--- src/rtl/edlo_sequencer.sv ---
// EDLO program sequencer: holds a small instruction/address program and issues
// each word to the datapath over a valid/ack handshake, with jumps, END and timeout.
module edlo_sequencer #(
    parameter int PROG_DEPTH = 16,
    parameter int ADDR_BITS  = 4,
    parameter int TIMEOUT    = 15
) (
    input  logic                 clk,
    input  logic                 rst_n,
    input  logic [1:0]           host_cmd,
    input  logic                 host_valid,
    output logic                 host_ready,
    input  logic [7:0]           host_data,
    output logic [3:0]           op_inst,
    output logic [ADDR_BITS-1:0] op_addr,
    output logic                 op_valid,
    input  logic                 op_ack,
    output logic [ADDR_BITS-1:0] pc,
    output logic                 busy,
    output logic                 done,
    output logic                 err
);

    localparam logic [1:0] CMD_LOAD = 2'b01;
    localparam logic [1:0] CMD_RUN  = 2'b10;
    localparam logic [1:0] CMD_HALT = 2'b11;
    localparam logic [3:0] OP_JMP   = 4'hE;
    localparam logic [3:0] OP_END   = 4'hF;

    typedef enum logic [1:0] {S_IDLE, S_FETCH, S_ISSUE} state_t;

    state_t               state_q, state_d;
    logic [ADDR_BITS-1:0] pc_q, pc_d;
    logic [ADDR_BITS-1:0] wptr_q, wptr_d;
    logic [7:0]           tmo_q, tmo_d;
    logic                 op_valid_q, op_valid_d;
    logic [3:0]           op_inst_q, op_inst_d;
    logic [ADDR_BITS-1:0] op_addr_q, op_addr_d;
    logic                 busy_q, busy_d;
    logic                 done_q, done_d;
    logic                 err_q, err_d;

    logic [7:0] prog_q [PROG_DEPTH];

    logic [7:0] word;
    logic       is_load, is_run, is_halt;
    logic       ack_fire, tmo_fire;

    assign word     = prog_q[pc_q];
    assign is_load  = host_valid && (host_cmd == CMD_LOAD);
    assign is_run   = host_valid && (host_cmd == CMD_RUN);
    assign is_halt  = host_valid && (host_cmd == CMD_HALT);
    assign ack_fire = (state_q == S_ISSUE) && op_ack;
    // Abort on the edge that would bring the wait count up to TIMEOUT.
    assign tmo_fire = (state_q == S_ISSUE) && !op_ack && (tmo_q == 8'(TIMEOUT - 1));

    // Program store is deliberately left out of reset so a program survives it.
    always_ff @(posedge clk) begin
        if (state_q == S_IDLE && is_load) begin
            prog_q[wptr_q] <= host_data;
        end
    end

    always_ff @(posedge clk or negedge rst_n) begin
        if (!rst_n) begin
            state_q    <= S_IDLE;
            pc_q       <= '0;
            wptr_q     <= '0;
            tmo_q      <= '0;
            op_valid_q <= 1'b0;
            op_inst_q  <= '0;
            op_addr_q  <= '0;
            busy_q     <= 1'b0;
            done_q     <= 1'b0;
            err_q      <= 1'b0;
        end else begin
            state_q    <= state_d;
            pc_q       <= pc_d;
            wptr_q     <= wptr_d;
            tmo_q      <= tmo_d;
            op_valid_q <= op_valid_d;
            op_inst_q  <= op_inst_d;
            op_addr_q  <= op_addr_d;
            busy_q     <= busy_d;
            done_q     <= done_d;
            err_q      <= err_d;
        end
    end

    always_comb begin
        state_d = state_q;
        case (state_q)
            S_IDLE: begin
                if (is_run) state_d = S_FETCH;
            end
            S_FETCH: begin
                if (is_halt || word[7:4] == OP_END) state_d = S_IDLE;
                else if (word[7:4] != OP_JMP)       state_d = S_ISSUE;
            end
            S_ISSUE: begin
                if (is_halt || tmo_fire) state_d = S_IDLE;
                else if (op_ack)         state_d = S_FETCH;
            end
            default: state_d = S_IDLE;
        endcase
    end

    always_comb begin
        pc_d       = pc_q;
        wptr_d     = wptr_q;
        tmo_d      = tmo_q;
        op_valid_d = op_valid_q;
        op_inst_d  = op_inst_q;
        op_addr_d  = op_addr_q;
        busy_d     = busy_q;
        done_d     = done_q;
        err_d      = err_q;
        case (state_q)
            S_IDLE: begin
                if (is_load) begin
                    wptr_d = wptr_q + 1'b1;
                    done_d = 1'b0;
                    err_d  = 1'b0;
                end else if (is_run) begin
                    pc_d   = '0;
                    busy_d = 1'b1;
                    done_d = 1'b0;
                    err_d  = 1'b0;
                end else if (is_halt) begin
                    wptr_d = '0;
                end
            end
            S_FETCH: begin
                if (is_halt) begin
                    busy_d = 1'b0;
                end else if (word[7:4] == OP_END) begin
                    busy_d = 1'b0;
                    done_d = 1'b1;
                end else if (word[7:4] == OP_JMP) begin
                    pc_d = ADDR_BITS'(word[3:0]);
                end else begin
                    op_inst_d  = word[7:4];
                    op_addr_d  = ADDR_BITS'(word[3:0]);
                    op_valid_d = 1'b1;
                    tmo_d      = '0;
                end
            end
            S_ISSUE: begin
                // A same-cycle ack still completes before HALT takes the run down.
                if (ack_fire) begin
                    op_valid_d = 1'b0;
                    pc_d       = pc_q + 1'b1;
                    tmo_d      = '0;
                end else begin
                    tmo_d = tmo_q + 8'd1;
                end
                if (is_halt) begin
                    op_valid_d = 1'b0;
                    busy_d     = 1'b0;
                    tmo_d      = '0;
                end else if (tmo_fire) begin
                    op_valid_d = 1'b0;
                    busy_d     = 1'b0;
                    done_d     = 1'b1;
                    err_d      = 1'b1;
                    tmo_d      = '0;
                end
            end
            default: ;
        endcase
    end

    always_comb begin
        host_ready = 1'b1;
        op_inst    = op_inst_q;
        op_addr    = op_addr_q;
        op_valid   = op_valid_q;
        pc         = pc_q;
        busy       = busy_q;
        done       = done_q;
        err        = err_q;
    end

endmodule

--- config.mk ---
export PLATFORM = sky130hd
export DESIGN_NAME = edlo_sequencer
export DESIGN_NICKNAME = d
export VERILOG_FILES = /design/src/rtl/edlo_sequencer.sv
export SDC_FILE = /design/constraint.sdc
export NUM_CORES = 1
export LEC_CHECK = 0
export ABC_AREA = 1
export CELL_PAD_IN_SITES_DETAIL_PLACEMENT = 0
export CELL_PAD_IN_SITES_GLOBAL_PLACEMENT = 1
export CORE_MARGIN = 2
export CORE_UTILIZATION = 40
export DETAILED_ROUTE_END_ITERATION = 10
export PLACE_DENSITY_LB_ADDON = 0.1
export SYNTH_ARGS = -nofsm -noshare
export SYNTH_HDL_FRONTEND = slang
export SYNTH_SLANG_ARGS = --single-unit
--- constraint.sdc ---
create_clock -name clk -period 5.5 [get_ports clk]
set_clock_uncertainty 0.05 [all_clocks]
set_input_delay 0.55 -clock clk [delete_from_list [all_inputs] [get_ports clk]]
set_output_delay 0.55 -clock clk [all_outputs]
set_load 0.02 [all_outputs]
After elaboration in Yosys (flattened, before gate mapping)
Memory sizes are Yosys's and may differ from the RTL's.
Index checks and enable logic that the tools add are counted.
{"block": "totals", "reg_bits": 30, "mem_bits_rw": 128, "inputBits": 14, "output_inout_bits": 17, "memories": 1}
{"name": "prog_q", "words": 16, "width": 8, "read_ports": 1, "rd_ports_with_merged_regs": 0, "write_ports": 1, "line": "43", "source": "logic [7:0] prog_q [PROG_DEPTH];"}
{"block": "op_classes", "n_addsub": 3, "n_eq_ne": 26, "mux": 47, "bitwise": 3, "n_reduce_logical": 24}
{"cell": "$mux 8", "count": 6}
{"cell": "$mux 4", "count": 9}
{"cell": "$ne 2x2->1 const B", "count": 11}
{"cell": "$mux 1", "count": 20}
{"cell": "$pmux 8 s2", "count": 1}
{"cell": "$ne 3x3->1 const B", "count": 4}
{"cell": "$pmux 4 s3", "count": 1}
{"cell": "$reduce_and 4->1", "count": 3}
{"cell": "$mux 2", "count": 5}
{"cell": "$reduce_and 5->1", "count": 2}
{"cell": "$add 4x1->4 const B", "count": 2}
{"cell": "$add 8x1->8 const B", "count": 1}
{"cell": "$eq 4x4->1 const B", "count": 2}
{"cell": "$eq 8x4->1 const B", "count": 1}
{"cell": "$ne 4x4->1 const B", "count": 2}
{"cell": "$logic_and 1x1->1", "count": 7}
{"cell": "$reduce_and 7->1", "count": 1}
{"cell": "$eq 2x2->1 const B", "count": 3}
{"cell": "$pmux 1 s3", "count": 2}
{"cell": "$pmux 2 s3", "count": 1}
{"cell": "$reduce_and 3->1", "count": 2}
{"cell": "$reduce_and 6->1", "count": 1}
{"cell": "$reduce_bool 2->1", "count": 3}
{"cell": "$eq 2x1->1 const B", "count": 2}
{"cell": "7 further kinds", "count": 11}

Longest topological paths before layout
Gate-level depths: netlist of the first run.
{"block": "depth", "word_depth": 6, "depth_mapped": 16}

Worst setup path before layout of the first run
Ideal clock, no wire load.
{"block": "synth_timing", "kind": "reg-to-reg", "start": "reg state_q[0]", "end": "mem prog_q[0][0], enable pin", "setup_ns": 0.370, "arrival_ns": 1.715, "required_time_ns": 5.080, "slack_ns": 3.365, "path_stages_with_launch": 9, "synth_period_minus_slack_ns": 2.135, "cell_sequence": "dfrtp_1 > inv_1 > ha_1 > inv_1 > nor2_1 > inv_1 > nor2_1 > nand2_1 > nor2_1"}
{"block": "synth_via", "elab_chain_cells": 4}
{"element": "start, declared", "line": "32", "source": "state_t state_q, state_d;"}
{"element": "start signal, assigned", "line": "77", "source": "state_q <= state_d;"}
{"element": "$logic_not 2->1", "line": "59", "source": "if (state_q == S_IDLE && is_load) begin"}
{"element": "$logic_and 1x1->1", "line": "59"}
{"element": "$mux 1", "line": "59"}
{"element": "$mux 1 (implied by the code)", "line": "60", "source": "prog_q[wptr_q] <= host_data;"}
{"element": "end, declared", "line": "43"}
No other way between the ends.

Final worst setup path of the first run
{"block": "layout_timing", "start": "reg pc_q[0] (netlist: pc[0])", "end": "out pc[0]"}
{"element": "start, declared", "line": "33", "source": "logic [ADDR_BITS-1:0] pc_q, pc_d;"}
{"element": "start signal, assigned", "line": "78", "source": "pc_q <= pc_d;"}
{"element": "end, declared", "line": "18", "source": "output logic [ADDR_BITS-1:0] pc,"}
No word-level cell between the ends.

==> flow_summary_export.csv, run 1 <==
group,metric,value,unit
outcome,status,"finished clean",
synth,ys_types,33,
synth,synth_area_leader_cell,"edfxtp_1",
power,p_int,2419,uW
clocking,cts_hold_buf,0,
synth,synth_seq_cells,158,
clocking,cts-resized-gates,0,
critical_path,ff2ff_setup_slack,2.75,ns
power,seqPwrFrac,0.392,
placed_design,hpwl,11920,um
synth,synth_warnings,0,
critical_path,setup.worst_path.start,"pc[0]$_DFFE_PN0P_",
die,num_rows,48,
final_layout,synthToLayoutAreaGrowth,14.24,%
final_layout,final_nets,771,
die,dieArea,0.01901,sq mm
power,power_switching,1277,uW
power,ir_worst_vdd,0.2602,mV
clocking,cts_tree,"built",
drt,ant_nets,0,
final_layout,num_antenna_cells,0,
timing,rsz0062_at_grt,"false",
power,power_frac_comb,0.281,
placed_design,dp_cells,951,
grt,antenna_found_initial,0,
final_layout,regArea,0.004596,sq mm
critical_path,cp.arrival,2.18,ns
clocking,numCtsBuffers,17,
die,start_util,0.4116,
clocking,clk_latency,0.43,ns
final_layout,layout.cells.non_filler,983,
drt,drt-initial-drc-count,474,
clocking,clkTransAtPathRegs,0.06,ns
timing,relSlewSlack,0.3545,
power,switching_share,0.3455,
final_layout,multi_input_area,0.002208,sq mm
synth,syn_area,0.007169,sq mm
run,maxCapViolCount,0,
min_path,hp-class,"reg -> reg",
critical_path,start_kind,"register",
critical_path,reg2reg_depth,14,
critical_path,setup.worst_path.class,"reg -> out",
critical_path,rr_endpoint,"pc[0]$_DFFE_PN0P_",
power,totalPowerFinal,3696,uW
timing,finalSetupViolCount,0,
critical_path,reg2reg_from,"pc[0]$_DFFE_PN0P_",
drt,wire_per_inst,17.94,um
timing,period_needed,2.783,ns
power,power.leakage,0.003237,uW
die,die_w,137.9,um
clocking,clock_sinks,158,
drt,detail_route.vias_per_cell,5.034,
synth,postSynthCellCount,721,
critical_path,endpoint_kind,"output port",
placed_design,io_buffers,29,
synth,syn_avg_cell_area,9.944,sq um
placed_design,placedInstanceArea,0.007579,sq mm
synth,synth_nets,747,
timing,slew_viol_final,0,
timing,hold_viol,0,
grt,overflow,0,
timing,fin_tns_setup,0,ns
clocking,cts_max_level,4,
grt,grt_max_degree,79,
die,die_h,137.9,um
clocking,cts_setup_buffers,0,
grt,grt_pass1_vias,4790,
clocking,cts_root_buf,"clkbuf_16",
die,ios,31,
synth,synth_area_leaders,"edfxtp_1 54%, nand2_1 13%, dfrtp_1 10%",
drt,dr.pass1.iters,5,
final_layout,fillCellCount,1668,
timing,period_share,0.5059,
critical_path,required,4.90,ns
timing,worstMarginPinSlew,0.9668,ns
final_layout,design_area,0.008190,sq mm
synth,synth_top_area_frac,0.5361,
synth,synth-seq-area-share,0.6408,
drt,wl,17640,um
final_layout,drive_above_1_share,0.07124,
timing,timing.hold.ws,0.4236,ns
timing,fmax,359.4,MHz
drt,num_vias,4948,
critical_path,critPathMaxFanout,78,
power,power_density,451.3,mW/mm^2
power,clkPwrFrac,0.327,
die,core-area,0.01742,sq mm
grt,grt_pass1_wl,27570,um
critical_path,crit_path_end,"pc[0]",
clocking,max-clock-path-buffers,2,
drt,drc,0,
grt,grtUsageTotal,0.2020,
placed_design,gp_congestion,0.8200,
-- logic make-up (layout without fill, tap and decap cells) --
family	Yosys count	after routing	synth area share
buf+inv	76	113	0.05113
compound gates	49	49	0.03822
fa+ha+maj	12	12	0.02094
simple gates	419	419	0.2410
flops	158	158	0.6408
xor+xnor	6	6	0.007330
other cells	1	1	0.0005231
-- worst min-delay path by stage --
stage / startpoint / to / slack (ns) / depth (start not counted)
finish: op_valid$_DFFE_PN0P_ / op_valid$_DFFE_PN0P_ / 0.42 / 2
global route: op_valid$_DFFE_PN0P_ / op_valid$_DFFE_PN0P_ / 0.44 / 2
CTS: op_valid$_DFFE_PN0P_ / op_valid$_DFFE_PN0P_ / 0.42 / 2
detailed placement: op_valid$_DFFE_PN0P_ / op_valid$_DFFE_PN0P_ / 0.41 / 2
global placement: done$_DFFE_PN0P_ / done$_DFFE_PN0P_ / 0.40 / 2
floorplan: rst_n / busy$_DFFE_PN0P_ / 0.20 / 0
-- registers in the layout (all words and copies together) (netlist names) --
signal and cells:
pc 4, op_valid 1, state_q 2, wptr_q 4
prog_q 128, busy 1, tmo_q 8, op_inst 4
done 1, op_addr 4, err 1
-- metrics by stage --
step	setup slack [ns]	utilization
6_report	2.717	0.4703
5_1_grt	2.431	0.4703
3_3_place_gp	2.437	0.4351
4_1_cts	2.703	0.4703
3_5_place_dp	2.385	0.4351
2_1_floorplan	3.365	-
-- power groups by stage --
stage | logic (uW) | registers (uW) | clock network [uW]
detailed placement | 1040 | 1480 | 0
global route | 1160 | 1460 | 1290
floorplan | 647 | 1520 | 0
global placement | 1040 | 1470 | 0
CTS | 1040 | 1450 | 1230
finish | 1040 | 1450 | 1210
-- critical path, stage by stage, from the launching register on --
cell and delay [ns]:
dfrtp_2 0.37, buf_4 0.59, clkdlybuf4s50_1 0.74
-- cell usage after synthesis --
| cell | n |
|---|---|
| clkinv_1 | 1 |
| buf_6 | 5 |
| nand2_4 | 1 |
| nor4_2 | 1 |
| o21ai_1 | 3 |
| nand3_4 | 1 |
| a21oi_1 | 20 |
| edfxtp_1 | 128 |
| and2_1 | 1 |
| o21ai_0 | 16 |
| clkbuf_1 | 4 |
| dfrtp_1 | 30 |
| nor2_1 | 87 |
| nand3_1 | 65 |
| conb_1 | 1 |
| nand4_1 | 2 |
| nor4_1 | 3 |
| a31oi_1 | 1 |
| inv_2 | 7 |
| nor2_4 | 1 |
| nand2_1 | 246 |
| nor3_1 | 5 |
| nand2_2 | 3 |
| inv_1 | 42 |
| o21ai_2 | 4 |
| and3_1 | 1 |
| xor2_1 | 6 |
| or2_2 | 1 |
| buf_2 | 8 |
| ha_1 | 12 |
| o211ai_1 | 5 |
| buf_4 | 9 |
| nor2_2 | 1 |
-- routing by layer --
metal,wire [um],GRT usage,vias to the layer above
met5,0,0,-
met4,235,0.05669,0
met3,663,0.03801,18
met2,7818,0.3009,107
met1,8917,0.3028,2386
li1,-,-,2437
-- layout make-up --
type | instances | area share
multi-input cells | 487 | 0.2696
inverters | 50 | 0.02291
clock inverters | 15 | 0.02276
flip-flops and latches | 158 | 0.5611
clock buffers | 17 | 0.05194
repair buffers | 31 | 0.03727
well taps | 225 | 0.03437
-- cells in the final DEF, fill, tap and decap left out, types with 16 or more instances in the layout --
cell type,Yosys,layout
inv_1,42,42
nand2_1,246,246
o21ai_0,16,16
edfxtp_1,128,128
nand3_1,65,65
nor2_1,87,87
clkbuf_16,0,17
a21oi_1,20,20
dfrtp_1,30,29
clkdlybuf4s50_1,0,29
Note: power is estimated with default switching activity, not from simulation.
==> run 2: changes to the inputs <==
Clock period 5.5 ns to 2.6 ns, I/O delays scaled along.
==> flow_summary_export.csv, run 2 (same netlist as run 1, synthesis figures left out) <==
group,metric,value,unit
outcome,status,"finished clean",
grt,grt_pass1_vias,4952,
final_layout,mostFrequentLayoutCells,"246 x nand2_1, 128 x edfxtp_1, 86 x nor2_1",
placed_design,gp_congestion,0.8790,
die,die_h,137.9,um
timing,hold_viol,0,
drt,num_vias,5184,
critical_path,reg2reg_depth,9,
critical_path,path_cells,"inv_1 -> ha_1 -> inv_1 -> nor2_1 -> inv_1 -> nor2_2 -> nand2_1 -> nor2_1 -> buf_4",
die,core-area,0.01742,sq mm
timing,worstMarginPinSlew,0.5248,ns
die,die_w,137.9,um
final_layout,final_nets,811,
die,ios,31,
final_layout,drive_above_1_share,0.1154,
clocking,cts_setup_buffers,0,
clocking,numCtsBuffers,17,
timing,period_needed,2.370,ns
final_layout,synthToLayoutAreaGrowth,18.03,%
critical_path,critPathMaxFanout,8,
clocking,cts_max_level,4,
critical_path,cp_common_cell,"inv_1",
min_path,hp-class,"in -> async",
timing,fin_tns_setup,0,ns
timing,rsz0062_at_grt,"false",
final_layout,layout.cells.non_filler,1022,
critical_path,slowest_stage,"dfrtp_1",
grt,overflow,0,
run,maxCapViolCount,0,
drt,dr.pass1.iters,5,
clocking,cts_root_buf,"clkbuf_16",
critical_path,cp.arrival,2.46,ns
final_layout,largest_reg_flops,128,
drt,drt-initial-drc-count,381,
critical_path,setup.worst_path.class,"reg -> reg",
timing,relSlewSlack,0.6472,
final_layout,reg.largest.list,"prog_q (128), tmo_q (8)",
drt,detail_route.vias_per_cell,5.072,
final_layout,regMostFlops,"prog_q",
critical_path,start_kind,"register",
die,dieArea,0.01901,sq mm
clocking,cts-resized-gates,0,
drt,wire_per_inst,17.68,um
clocking,cts_hold_buf,0,
die,num_rows,48,
drt,wl,18070,um
clocking,max-clock-path-buffers,2,
power,ir_worst_vdd,0.5190,mV
die,start_util,0.4116,
grt,grt_max_degree,40,
placed_design,hpwl,12710,um
grt,grtUsageTotal,0.2049,
timing,fmax,421.9,MHz
drt,drc,0,
clocking,clk_latency,0.43,ns
power,power.leakage,0.003419,uW
critical_path,endpoint_kind,"register",
final_layout,layout_commonest_cell,"nand2_1",
drt,ant_nets,0,
clocking,cts_tree,"built",
grt,grt_pass1_wl,27600,um
timing,period_share,0.9116,
critical_path,required,2.69,ns
timing,slew_viol_final,0,
power,power_density,918.3,mW/mm^2
grt,antenna_found_initial,0,
critical_path,slowest_delay,0.43,ns
final_layout,utilization,0.4858,
clocking,clock_sinks,158,
power,totalPowerFinal,7771,uW
clocking,clkTransAtPathRegs,0.06,ns
placed_design,dp_cells,991,
final_layout,num_antenna_cells,0,
timing,finalSetupViolCount,0,
placed_design,io_buffers,29,
[run 2: changes by cell type in the layout (fill, tap and decap cells not counted)]
cell,delta
buf_4,+39
clkinv_4,-3
clkinv_1,+2
buf_12,+1
bufinv_16,-1
clkinvlp_4,+1
inv_6,+1
inv_8,-1
nor2_1,-1
nor2_2,+1
[run 2: worst paths after layout]
path / startpoint / end / slack [ns]
max reg2reg: state_q[0]$_DFFE_PN0P_ / prog_q[10][6]$_DFFE_PP_ / 0.23
min: rst_n / tmo_q[1]$_DFFE_PN0P_ / 0.18
max: state_q[0]$_DFFE_PN0P_ / prog_q[10][6]$_DFFE_PP_ / 0.23
min in group clk: host_data[1] / prog_q[10][1]$_DFFE_PP_ / 0.37
max in group asynchronous: rst_n / pc[0]$_DFFE_PN0P_ / 1.99
min reg2reg: op_valid$_DFFE_PN0P_ / op_valid$_DFFE_PN0P_ / 0.42
[run 2: routing by layer]
layer	share of wire	vias to the layer above	track usage
li1	-	2512	-
met2	0.45	128	0.3113
met5	0	-	0
met1	0.47	2516	0.2926
met3	0.052	28	0.03947
met4	0.022	0	0.07710
[run 2: where the power goes]
group / switching [uW] / internal [uW] / total, uW / leakage [uW]
logic: 1560 / 755 / 2310 / 0.00161
registers: 129 / 2920 / 3050 / 0.00154
clock network: 1000 / 1410 / 2410 / 0.000269
[run 2: critical path: cells and delay by family, from the launching register on]
family / cells / cell delay (ns)
AND/OR/NAND/NOR: 4 / 0.90
buffers and inverters: 4 / 0.52
flip-flops: 1 / 0.43
adder cells (fa/ha/maj): 1 / 0.18
[run 2: final cells by class]
cell class | instances | area (sq um)
Fill cell | 1627 | 8955
Sequential cell | 158 | 4596
Multi-Input combinational cell | 487 | 2211
Timing Repair Buffer | 71 | 618.1
Clock buffer | 17 | 425.4
Tap cell | 225 | 281.5
Inverter | 50 | 187.7
Clock inverter | 14 | 142.6
[run 2: stage by stage]
stage                     area, sq um  worst slack, ns  hold WS (ns)
after floorplan                  7169           0.4651      -0.08559
after global placement           7891           0.1238        0.4054
after detailed placement         7891          0.08662        0.4078
after CTS                        8459           0.1264        0.1871
after global routing             8462         0.007850        0.2213
final                            8462           0.2297        0.1814
==> patch: new RTL, settings of run 2 <==
Encoding of `state_t`: now one-hot (3 bits for 3 states).
--- a/src/rtl/edlo_sequencer.sv
+++ b/src/rtl/edlo_sequencer.sv
@@ -29,3 +29,3 @@
 
-    typedef enum logic [1:0] {S_IDLE, S_FETCH, S_ISSUE} state_t;
+    typedef enum logic [2:0] {S_IDLE = 3'b001, S_FETCH = 3'b010, S_ISSUE = 3'b100} state_t;
 
Behaviour: same outputs for any inputs over 4 cycles, from zero or initial values and one cycle with rst_n low; so few cycles prove little.
==> patch against run 2 <==
  * Worst setup slack gained 54 ps
  * Wire length shrank 6.9%
  * Final area shrank 1.5%
  * Maximum frequency grew 2.3%
  * Area after synthesis shrank 1.1%
  * Count of clock-buffer cells in the layout grew 3
  * Sequential cell count grew 1
  * Die area shrank 1.0%
  * Total power grew 3.3%
  * Sequential power grew 2%
  * Largest power group unchanged
  * Highest routed layer unchanged
==> patch: results (changes against run 2) <==
outcome: "finished, final reports clean"
relSlewSlack_pct: 43.9  # -21 points
layout.cells.non_filler: 971  # -5.0%
synth.net_count: 701  # -6.2%
grt_pass1_wl_mm: 26.2  # -5.2%
fillers: 1603  # -1.5%
nets: 754  # -7.0%
place_area_um2: 7780  # -1.4%
wl_per_cell_um: 17.3  # -2.0%
crit_fanout: 17  # +9
ys_async_sr_fraction_pct: 19.5  # +0.51 points
p_leak_nw: 3.35  # -2.0%
place_ws_ps: 261  # +174 ps
endpoint: "op_addr[0]$_DFFE_PN0P_"
crit_arrival_ps: 2580  # +120 ps
ys_top_cells_by_area: "edfxtp_1 (54%), dfrtp_1 (11%), nand2_1 (10%)"
clkSlewWorstSetupHoldPaths_ps: 60  # about the same
hold_path.class: "in2async"
drtIter0Drc: 333  # -13%
grt_max_degree: 58  # +45%
cp-start-kind: "flip-flop"
cts-root-buf: "clkbuf_16"
reg2reg_slack_ps: 280  # +50 ps
synth-main-ff-cell: "edfxtp_1"
synth-edff-count: 128  # unchanged
vias: 4872  # -6.0%
ys_types: 41  # +24%
ys_seq_area_share_pct: 65.1  # +1.1 points
grt_pass1_vias: 4739  # -4.3%
place_hpwl_mm: 11.3  # -11%
dr.pass1.iters: 4  # -1
rr_worst_depth: 15  # +6
post_cts_buffers: 0  # unchanged
timing.hold.ws_ps: 276  # +94.5 ps
track_usage_pct: 19.0  # -1.5 points
fin_crit_ps: 2320  # -54.3 ps
top_regs: "prog_q (128), tmo_q (8)"
place_congestion: 0.804  # -8.5%
syn_avg_cell_area_um2: 10.4  # +4.9%
synthTopCellsByCount: "nand2_1 (194), edfxtp_1 (128), nor2_1 (86), nand3_1 (46), inv_1 (35)"
r2r_start: "pc[2]$_DFFE_PN0P_"
dp.cells: 939  # -5.2%
layout-drive-gt1-share_pct: 12.1  # +0.52 points
synth_warnings: 0  # unchanged
fin_util_pct: 48.2  # -0.40 points
ir_worst_vdd_v: 0.000539  # +3.9%
patch: changes by cell type after synthesis, moves of 5 or more:
cell,run 2,this run
nand2_2,3,8
inv_1,42,35
a21oi_1,20,13
ha_1,12,7
nand3_1,65,46
o21ai_0,16,34
nand2_1,246,194
o22ai_1,0,11
buf_4,9,2
patch: layer usage:
layer	GRT usage, %	up-vias	routed length [um]
li1	-	2406	-
met1	25.4	2346	8020
met3	3.93	19	620
met4	6.93	0	328
met2	30.6	101	7860
met5	0	-	0
patch: where the power goes:
| group | internal [W] | switching, W | leakage (nW) |
|---|---|---|---|
| sequential | 0.00294 | 0.000160 | 1.56 |
| clock | 0.00140 | 0.000955 | 0.267 |
| combinational | 0.000868 | 0.00170 | 1.53 |
patch: worst max-delay path, stage by stage (launching register included):
cell and delay, ps:
dfrtp_1 580, inv_4 190, nor2_4 310, nand3_1 110, nand2_1 90, nor2_1 50, nand2_1 60, nand2_1 80
nand2_2 90, inv_2 80, nand2_4 90, nand3_4 80, inv_4 120, nand2_4 90, nand2_1 70, nand2_1 40
patch: cells by family after synthesis:
| group | share of synthesized area [%] |
|---|---|
| other | 0.0529 |
| AOI/OAI and AO/OA | 5.80 |
| and+or+nand+nor | 22.4 |
| xor gates and xnor gates | 0.617 |
| buffers and inverters | 4.71 |
| DFF | 65.1 |
| adders and majority gates | 1.23 |
patch: final cells by class:
class                      count  area share [%]
multi-input combinational    450            25.7
inverter                      45            2.12
tap                          225            3.38
sequential                   159            55.5
clock inverter                12            1.43
clock buffer                  20            5.24
timing repair buffer          60            6.73
